File: config.mk
export PLATFORM = sky130hd
export DESIGN_NAME = rns_err_monitor
export DESIGN_NICKNAME = d
export VERILOG_FILES = /design/src/rtl/rns_err_monitor.sv
export SDC_FILE = /design/constraint.sdc
export NUM_CORES = 1
export LEC_CHECK = 0
export BUFFER_PORTS_ARGS = -buffer_cell sky130_fd_sc_hd__buf_4
export CAP_MARGIN = 20
export CELL_PAD_IN_SITES_DETAIL_PLACEMENT = 1
export CELL_PAD_IN_SITES_GLOBAL_PLACEMENT = 1
export CORE_AREA = 5 5 83 93
export DETAILED_ROUTE_END_ITERATION = 10
export DIE_AREA = 0 0 88 98
export PLACE_DENSITY_LB_ADDON = 0.1
export SETUP_SLACK_MARGIN = 0.1
export SLEW_MARGIN = 10
export SYNTH_ARGS = -nofsm -noshare
export SYNTH_HDL_FRONTEND = slang
export SYNTH_SLANG_ARGS = --single-unit
File: constraint.sdc
create_clock -name clk -period 2.7 [get_ports clk]
set_clock_uncertainty 0.2 [all_clocks]
set_input_delay 0.54 -clock clk [delete_from_list [all_inputs] [get_ports clk]]
set_output_delay 0.54 -clock clk [all_outputs]
set_load 0.005 [all_outputs]
File: src/rtl/rns_err_monitor.sv
`timescale 1ns/1ps
// ============================================================================
// rns_err_monitor
// ----------------------------------------------------------------------------
// Error-response controller that sits behind the registered residue-check
// error-flag OR stage of the TPU datapath.
//
// Clean results are committed with a one-cycle ok_out pulse. An erroring
// result requests a re-issue of the operation over a retry_req/retry_ack
// handshake. The controller then waits, with a timeout, for the retried
// result. If the retries run out, or the retried result never arrives, it
// parks in a sticky FAULT state. A saturating error counter is kept for the
// host to read.
//
// Handshake: retry_req rises one cycle after the erroring result is sampled.
// It stays high until the first clock edge that samples retry_ack high, and
// it drops on that same edge. An ack seen on the first cycle of retry_req is
// accepted. retry_ack is ignored while retry_req is low.
//
// Optional feature (macro ERR_IRQ_EN): irq pulses for one cycle on the edge
// where err_count becomes IRQ_THRESH. When the macro is not defined, irq is
// tied to 0 and IRQ_THRESH is unused.
//
// Parameters:
//   CNT_W        width of the saturating error counter
//   MAX_RETRY    retries allowed per operation (0..15); 0 -> fault on any error
//   WAIT_TIMEOUT cycles allowed in WAIT for a retried result (1..255)
//   IRQ_THRESH   err_count value that fires irq (ERR_IRQ_EN builds only)
//
// Ports:
//   clk         clock, all state on posedge
//   rst_n       asynchronous active-low reset
//   valid_in    a result is present this cycle
//   err_in      combined residue-check error flag, qualified by valid_in
//   retry_ack   upstream accepted the re-issue request
//   clr         synchronous clear of fault, sticky flag, counters and state
//   ok_out      one-cycle pulse, a result committed error-free
//   retry_req   re-issue request, held until acked
//   err_sticky  set on any counted error
//   fault       unrecoverable error, sticky until clr or reset
//   busy        state is not IDLE
//   err_count   saturating count of erroneous results
//   retry_cnt   retries used for the current operation
//   irq         threshold pulse (constant 0 without ERR_IRQ_EN)
// ============================================================================
module rns_err_monitor #(
    parameter int CNT_W        = 16,
    parameter int MAX_RETRY    = 3,
    parameter int WAIT_TIMEOUT = 64,
    parameter int IRQ_THRESH   = 8
) (
    input  logic             clk,
    input  logic             rst_n,
    input  logic             valid_in,
    input  logic             err_in,
    input  logic             retry_ack,
    input  logic             clr,
    output logic             ok_out,
    output logic             retry_req,
    output logic             err_sticky,
    output logic             fault,
    output logic             busy,
    output logic [CNT_W-1:0] err_count,
    output logic [3:0]       retry_cnt,
    output logic             irq
);

    typedef enum logic [1:0] {
        ST_IDLE      = 2'd0,
        ST_RETRY_REQ = 2'd1,
        ST_WAIT      = 2'd2,
        ST_FAULT     = 2'd3
    } state_t;

    localparam logic [3:0]       MAX_R   = 4'(MAX_RETRY);
    localparam logic [7:0]       WAIT_TO = 8'(WAIT_TIMEOUT);
    localparam logic [CNT_W-1:0] CNT_MAX = '1;

    // state is kept as a named internal signal so checkers can bind to it.
    state_t           state;
    logic [7:0]       wait_cnt;
    logic [CNT_W-1:0] cnt_inc;
    logic             err_event;

    // An error is counted only in IDLE or WAIT. In RETRY_REQ the results are
    // stale in-flight data, and in FAULT they are ignored. clr drops the
    // result.
    assign err_event = valid_in && err_in && !clr &&
                       ((state == ST_IDLE) || (state == ST_WAIT));

    // Saturating increment: the counter holds at all-ones and never wraps.
    assign cnt_inc = (err_count == CNT_MAX) ? err_count
                                            : err_count + CNT_W'(1);

    always_ff @(posedge clk or negedge rst_n) begin
        if (!rst_n) begin
            state      <= ST_IDLE;
            wait_cnt   <= '0;
            ok_out     <= 1'b0;
            retry_req  <= 1'b0;
            err_sticky <= 1'b0;
            fault      <= 1'b0;
            busy       <= 1'b0;
            err_count  <= '0;
            retry_cnt  <= '0;
        end else begin
            ok_out <= 1'b0;

            if (clr) begin
                state      <= ST_IDLE;
                wait_cnt   <= '0;
                retry_req  <= 1'b0;
                err_sticky <= 1'b0;
                fault      <= 1'b0;
                busy       <= 1'b0;
                err_count  <= '0;
                retry_cnt  <= '0;
            end else begin
                if (err_event) begin
                    err_count  <= cnt_inc;
                    err_sticky <= 1'b1;
                end

                // busy tracks the state register, so it is loaded with the
                // next-state value alongside every state update below.
                case (state)
                    ST_IDLE: begin
                        if (valid_in && !err_in) begin
                            ok_out <= 1'b1;
                        end else if (valid_in && err_in) begin
                            busy <= 1'b1;
                            if (MAX_R == 4'd0) begin
                                state <= ST_FAULT;
                                fault <= 1'b1;
                            end else begin
                                state     <= ST_RETRY_REQ;
                                retry_req <= 1'b1;
                                retry_cnt <= 4'd1;
                            end
                        end
                    end

                    ST_RETRY_REQ: begin
                        if (retry_ack) begin
                            state     <= ST_WAIT;
                            retry_req <= 1'b0;
                            wait_cnt  <= '0;
                        end
                    end

                    ST_WAIT: begin
                        // The counter starts at 0 on the ack edge. The
                        // timeout fires on the edge that sees it already at
                        // WAIT_TIMEOUT, which is WAIT_TIMEOUT+1 edges after
                        // the ack.
                        if (valid_in && !err_in) begin
                            ok_out    <= 1'b1;
                            retry_cnt <= '0;
                            state     <= ST_IDLE;
                            busy      <= 1'b0;
                        end else if (valid_in && err_in) begin
                            if (retry_cnt == MAX_R) begin
                                state <= ST_FAULT;
                                fault <= 1'b1;
                            end else begin
                                retry_cnt <= retry_cnt + 4'd1;
                                state     <= ST_RETRY_REQ;
                                retry_req <= 1'b1;
                            end
                        end else if (wait_cnt == WAIT_TO) begin
                            state <= ST_FAULT;
                            fault <= 1'b1;
                        end else begin
                            wait_cnt <= wait_cnt + 8'd1;
                        end
                    end

                    ST_FAULT: begin
                        // Terminal until clr or reset. retry_cnt is left
                        // untouched for diagnosis.
                        fault     <= 1'b1;
                        retry_req <= 1'b0;
                    end

                    default: begin
                        state <= ST_IDLE;
                        busy  <= 1'b0;
                    end
                endcase
            end
        end
    end

`ifdef ERR_IRQ_EN
    localparam logic [CNT_W-1:0] IRQ_T = CNT_W'(IRQ_THRESH);

    logic irq_q;

    // Fires only on the edge where the count moves onto the threshold. While
    // the count is saturated it does not change, so the pulse cannot repeat.
    // clr zeroes the count, which re-arms the pulse.
    always_ff @(posedge clk or negedge rst_n) begin
        if (!rst_n) begin
            irq_q <= 1'b0;
        end else begin
            irq_q <= err_event && (err_count != IRQ_T) && (cnt_inc == IRQ_T);
        end
    end

    assign irq = irq_q;
`else
    assign irq = 1'b0;
`endif

endmodule

==> metrics, run 1 <==
switch share=32.3%; Data arrival, critical path=2.46 ns; ys flop type=dfrtp_1; Slew Limit Fails=0; CTS Buf Count=5; Post-Route WL=6110 µm; r2r setup slk=0.27 ns; post-synthesis sequential area ratio=41.4%; CTS tree=yes; dpl cell area=2500 µm²; top area cells in the synthesized netlist=dfrtp_1 41%, a21oi_1 5.4%, ha_1 4.7%, o21ai_0 4.7%, or4_1 3.5%; global placer's final weighted congestion=0.746; Max VDD drop=208 µV; Avg Synthesized Cell Area=8.93 µm²; largest net degree at the start of global routing=36; crit-path max FO=10; clock power share=29.8%; depth of the CTS H-tree=2; grt total ovfl=0; Leak=1.05 nW; Clock transition at path regs=0.08 ns; failing checks=negative hold slack; share of cells above drive strength 1=21.9%; Synth Net Count=251; Ports=32; first-pass iteration count of the detailed router=4; relative slew slack=58.9%; Post-Syn Area=2120 µm²; Initial DRC Count=40; Core Region=6770 µm²; outcome=finished, violations left; post_cts resized=0; Clock Path Buffers=2; final hold slack=-0.00721 ns; Clock Tree Root=clkbuf_8; Final period util=90.1%; P&R area growth vs syn=22.3%; Die Span Y=98 µm; Distinct cells, synth=47; vias in the first global route=2143; drt wl/cell=16.8 µm; Core Rows=32; Num Clock Sinks=35; Combinational Power Share=25.9%; Yosys warnings=0; pwr/cell area=502 nW/µm²; RSZ-0062 raised after global routing=no; Antenna diodes=0; NetSw=0.000420 W; area leader, netlist=dfrtp_1; Max Clk Rate=411 MHz; DR vias/cell=5.49; Die Width=88 µm; Post-Synthesis Cells=237; Final setup viols=0; DPL Wire Length=4500 µm; Internal Power=0.000881 W; final std cell area, no fill=2590 µm²; required time worst endpoint=2.72 ns; post-CTS setup buffer count=0; Starting Density=31.3%; synth cell count leaders=35 x dfrtp_1, 23 x a21oi_1, 20 x o21ai_0, 19 x nand2_1, 13 x inv_1; Tmin final=2.43 ns; first-pass GRT wire length=10600 µm; worst slack at placement=0.280 ns; Hold Crit Class=in2async; Setup crit end kind=register; Post-synth EDFFs=0; antenna violations before repair=0; Die Area=8620 µm²; area share of the largest cell type after synthesis=41.4%; Synth Register Bits=35; Setup CP Type=reg2reg; Sum Neg Setup Slack=0 ns; GRT Overall Usage=15.4%; vias post-DR=1997; nets=292; final hold violations=7; Antenna Nets Post-Route=0; Sequential Power Share=44.3%; input/output buffers=30; Worst Setup Start Kind=register; Max Cap Viol=0; slew of the pin with the lowest slew margin=0.610 ns; Remaining DRCs=0; clk_lat worst skew=0.29 ns; hold-fix buffer count after cts=0; most numerous cell in the Yosys netlist=dfrtp_1; final setup margin=0.268 ns; ys async rst share=100%
-- power by group through the flow --
stage | Combinational, W | Sequential [W] | Clock [W]
detailed placement | 0.000343 | 0.000588 | 0
global route | 0.000380 | 0.000583 | 0.000428
CTS | 0.000343 | 0.000578 | 0.000405
global placement | 0.000336 | 0.000587 | 0
finish | 0.000337 | 0.000577 | 0.000388
floorplan | 0.000193 | 0.000589 | 0
-- layout by cell type (no fill, tap or decap), drive strengths merged, types with 4 or more instances in the layout --
master and instances:
or3 7, a21oi 23, nand4 5, o31ai 9
buf 42, or4 10, inv 13, o211ai 4
o21ai 20, nor4 4, nand2b 4, nor3 8
o21a 5, nor2 4, nand2 19, nand3 13
dfrtp 35, ha 8, clkbuf 6
-- state kept, by name, indices dropped and copies added (netlist names) --
signal,cells
ok_out,1
fault,1
err_sticky,1
err_count,16
retry_cnt,4
wait_cnt,8
retry_req,1
state,2
busy,1
-- worst paths after layout --
kind / startpoint / endpoint / cells after the start
max: state[0] / err_count[13] / 6
min: rst_n / wait_cnt[7] / 1
max reg2reg: state[0] / err_count[13] / 6
min reg2reg: err_sticky / err_sticky / 1
max in group asynchronous: rst_n / retry_req / 1
min in group clk: err_sticky / err_sticky / 1
-- cell type report --
type / instances / area, µm²
flip-flops and latches: 35 / 876
clock inverters: 2 / 12.5
fillers: 824 / 4180
repair buffers: 42 / 315
clock buffers: 6 / 72.6
well taps: 85 / 106
multi-input cells: 180 / 1150
inverters: 14 / 52.6
-- worst max-delay path, stage by stage, from the launching register on --
cell and delay [ns]:
dfrtp_1 0.38, inv_1 0.12, ha_1 0.19, o211ai_1 0.13, or4_1 0.65, or4_1 0.55, a21oi_1 0.15
-- routing by layer --
layer  vias to the layer above  global-route usage (%)  share of wire (%)
li1                        979                       -                  -
met1                       981                    19.4                 45
met2                        31                    26.6                 51
met3                         6                    2.95                3.1
met4                         0                    3.90                1.0
met5                         -                       0                  0
-- stage by stage --
stage	cells	utilization, %	power, W	hold WS (ns)
5_1_grt	364	38.3	0.00139	0.0339
6_report	364	38.3	0.00130	-0.00721
3_3_place_gp	356	37.0	0.000924	0.284
3_5_place_dp	356	37.0	0.000931	0.290
2_1_floorplan	237	-	0.000782	0.0444
4_1_cts	364	38.3	0.00133	0.0136
-- logic make-up after synthesis --
family          count (synthesis)  share of synthesized area [%]
compound gates                 83                           25.4
mux                             2                          0.946
flops                          35                           41.4
buf+inv                        22                           4.37
other cells                     1                          0.177
simple gates                   86                           23.0
fa+ha+maj                       8                           4.73
Note: power is estimated with default switching activity, not from simulation.
==> inputs of run 2 (changes only) <==
- CORE_AREA: 5 5 83 93 -> 5 5 94 105
- DIE_AREA: 0 0 88 98 -> 0 0 99 110
==> run 2 against run 1 <==
Effect of this change: the flow still finishes with violations (negative hold slack); clock power rose by 15%; sequential power up 2%; combinational power down 3%; die area up 26%; design area increased by 1.2%; flip-flop and latch count is the same; register-to-register slack gained 0.03 ns; power is 4.8% higher; sequential share of layout area down 0.36 points; critical path type unchanged.
==> metrics, run 2 (synthesis results as in run 1) <==
Antenna diodes=0; Tmin final=2.40 ns; first-pass iteration count of the detailed router=4; Max Clk Rate=417 MHz; Die Area=10900 µm²; antenna violations before repair=0; Setup crit end kind=register; Leak=1.04 nW; Setup CP Type=reg2reg; Post-Route WL=6600 µm; grt total ovfl=0; final hold violations=5; hold-fix buffer count after cts=0; commonest non-fill, non-tap cells in the layout=38 x buf_4, 34 x dfrtp_1, 23 x a21oi_1; Die Span Y=110 µm; Most flops, register=err_count; Ports=32; Data arrival, critical path=2.43 ns; outcome=finished, violations left; RSZ-0062 raised after global routing=no; crit-path max FO=11; Largest register FFs=16; post_cts resized=0; Final period util=88.9%; r2r setup slk=0.30 ns; Final setup viols=0; failing checks=negative hold slack; Cell Count, Final, Fillers Out=389; required time worst endpoint=2.73 ns; Antenna Nets Post-Route=0; Clock Path Buffers=2; Slew Limit Fails=0; top flop regs=err_count: 16 flops, wait_cnt: 8 flops, retry_cnt: 4 flops; CTS tree=yes; cells along the critical path=inv_2 -> ha_1 -> o211ai_1 -> buf_4 -> or4_1 -> or3_1 -> a21oi_1; largest net degree at the start of global routing=36; Worst Setup Start Kind=register; final hold slack=-0.0121 ns; Initial DRC Count=28; vias in the first global route=2125; Crit path largest cell delay=0.57 ns; global placer's final weighted congestion=0.765; DPL Wire Length=4740 µm; clk_lat worst skew=0.30 ns; Die Width=99 µm; Reg2Reg Capture Point=err_count[12]; Worst path slowest cell=or4_1; Core Region=8690 µm²; worst r2r path cells=7; Sum Neg Setup Slack=0 ns; Clock Tree Root=clkbuf_8; CTS Buf Count=5; Max Cap Viol=0; DR vias/cell=5.11; r2r startpoint=state[0]; Max VDD drop=154 µV; post-CTS setup buffer count=0; vias post-DR=1988; input/output buffers=30; nets=288; Starting Density=24.4%; most common cell after layout, fill and taps aside=buf_4; relative slew slack=52.2%; slew of the pin with the lowest slew margin=0.712 ns; GRT Overall Usage=12.7%; Core Rows=36; P&R area growth vs syn=23.8%; Num Clock Sinks=35; placed cell count=381; first-pass GRT wire length=11000 µm; Remaining DRCs=0; crit path buf inv count=2; critical path's top delay family=simple AND/OR/NAND/NOR gates; pwr/cell area=520 nW/µm²; drt wl/cell=17.0 µm; depth of the CTS H-tree=2; share of cells above drive strength 1=22.2%; Clock transition at path regs=0.08 ns; Hold Crit Class=in2async
[run 2: power by group]
group | switching [W] | internal [W]
combinational | 0.000190 | 0.000138
clock | 0.000213 | 0.000234
sequential | 0.0000341 | 0.000555
[run 2: worst register-to-register path, stage by stage, from the launching register on]
cell,delay [ns]
dfrtp_2,0.44
inv_2,0.10
ha_1,0.19
o211ai_1,0.13
buf_4,0.21
or4_1,0.57
or3_1,0.34
a21oi_1,0.15
[run 2: how the worst max path moves through the flow]
stage               slack [ns]  startpoint       endpoint  cells after the start
finish                    0.30    state[0]  err_count[12]                      7
global route              0.14    state[0]  err_count[10]                      7
CTS                       0.12    state[0]  err_count[13]                      6
detailed placement        0.16    state[0]  err_count[13]                      6
global placement          0.23    valid_in  err_count[13]                      5
floorplan                 0.34    state[0]  err_count[13]                      7
[run 2: cell type report]
cell class / instances / area (µm²)
sequential: 35 / 877
clock buffer: 8 / 100
tap: 114 / 143
fill: 1041 / 6070
multi-input combinational: 180 / 1160
inverter: 14 / 52.6
timing repair buffer: 38 / 285
[run 2: metrics by stage]
step           setup WS, ns  cell area [µm²]  total power, W  util (%)  hold WS (ns)
2_1_floorplan         0.345             2120        0.000782         -        0.0444
3_3_place_gp          0.226             2510        0.000924      28.9         0.280
3_5_place_dp          0.160             2510        0.000927      28.9         0.300
4_1_cts               0.121             2610         0.00139      30.0        0.0250
5_1_grt               0.142             2620         0.00144      30.2        0.0500
6_report              0.300             2620         0.00136      30.2       -0.0121
[run 2: layer usage]
layer / part of all wire [%] / up-vias / track usage, %
li1: - / 967 / -
met2: 50 / 25 / 22.2
met4: 1.2 / 0 / 3.80
met1: 46 / 990 / 15.9
met3: 2.1 / 6 / 2.27
met5: 0 / - / 0
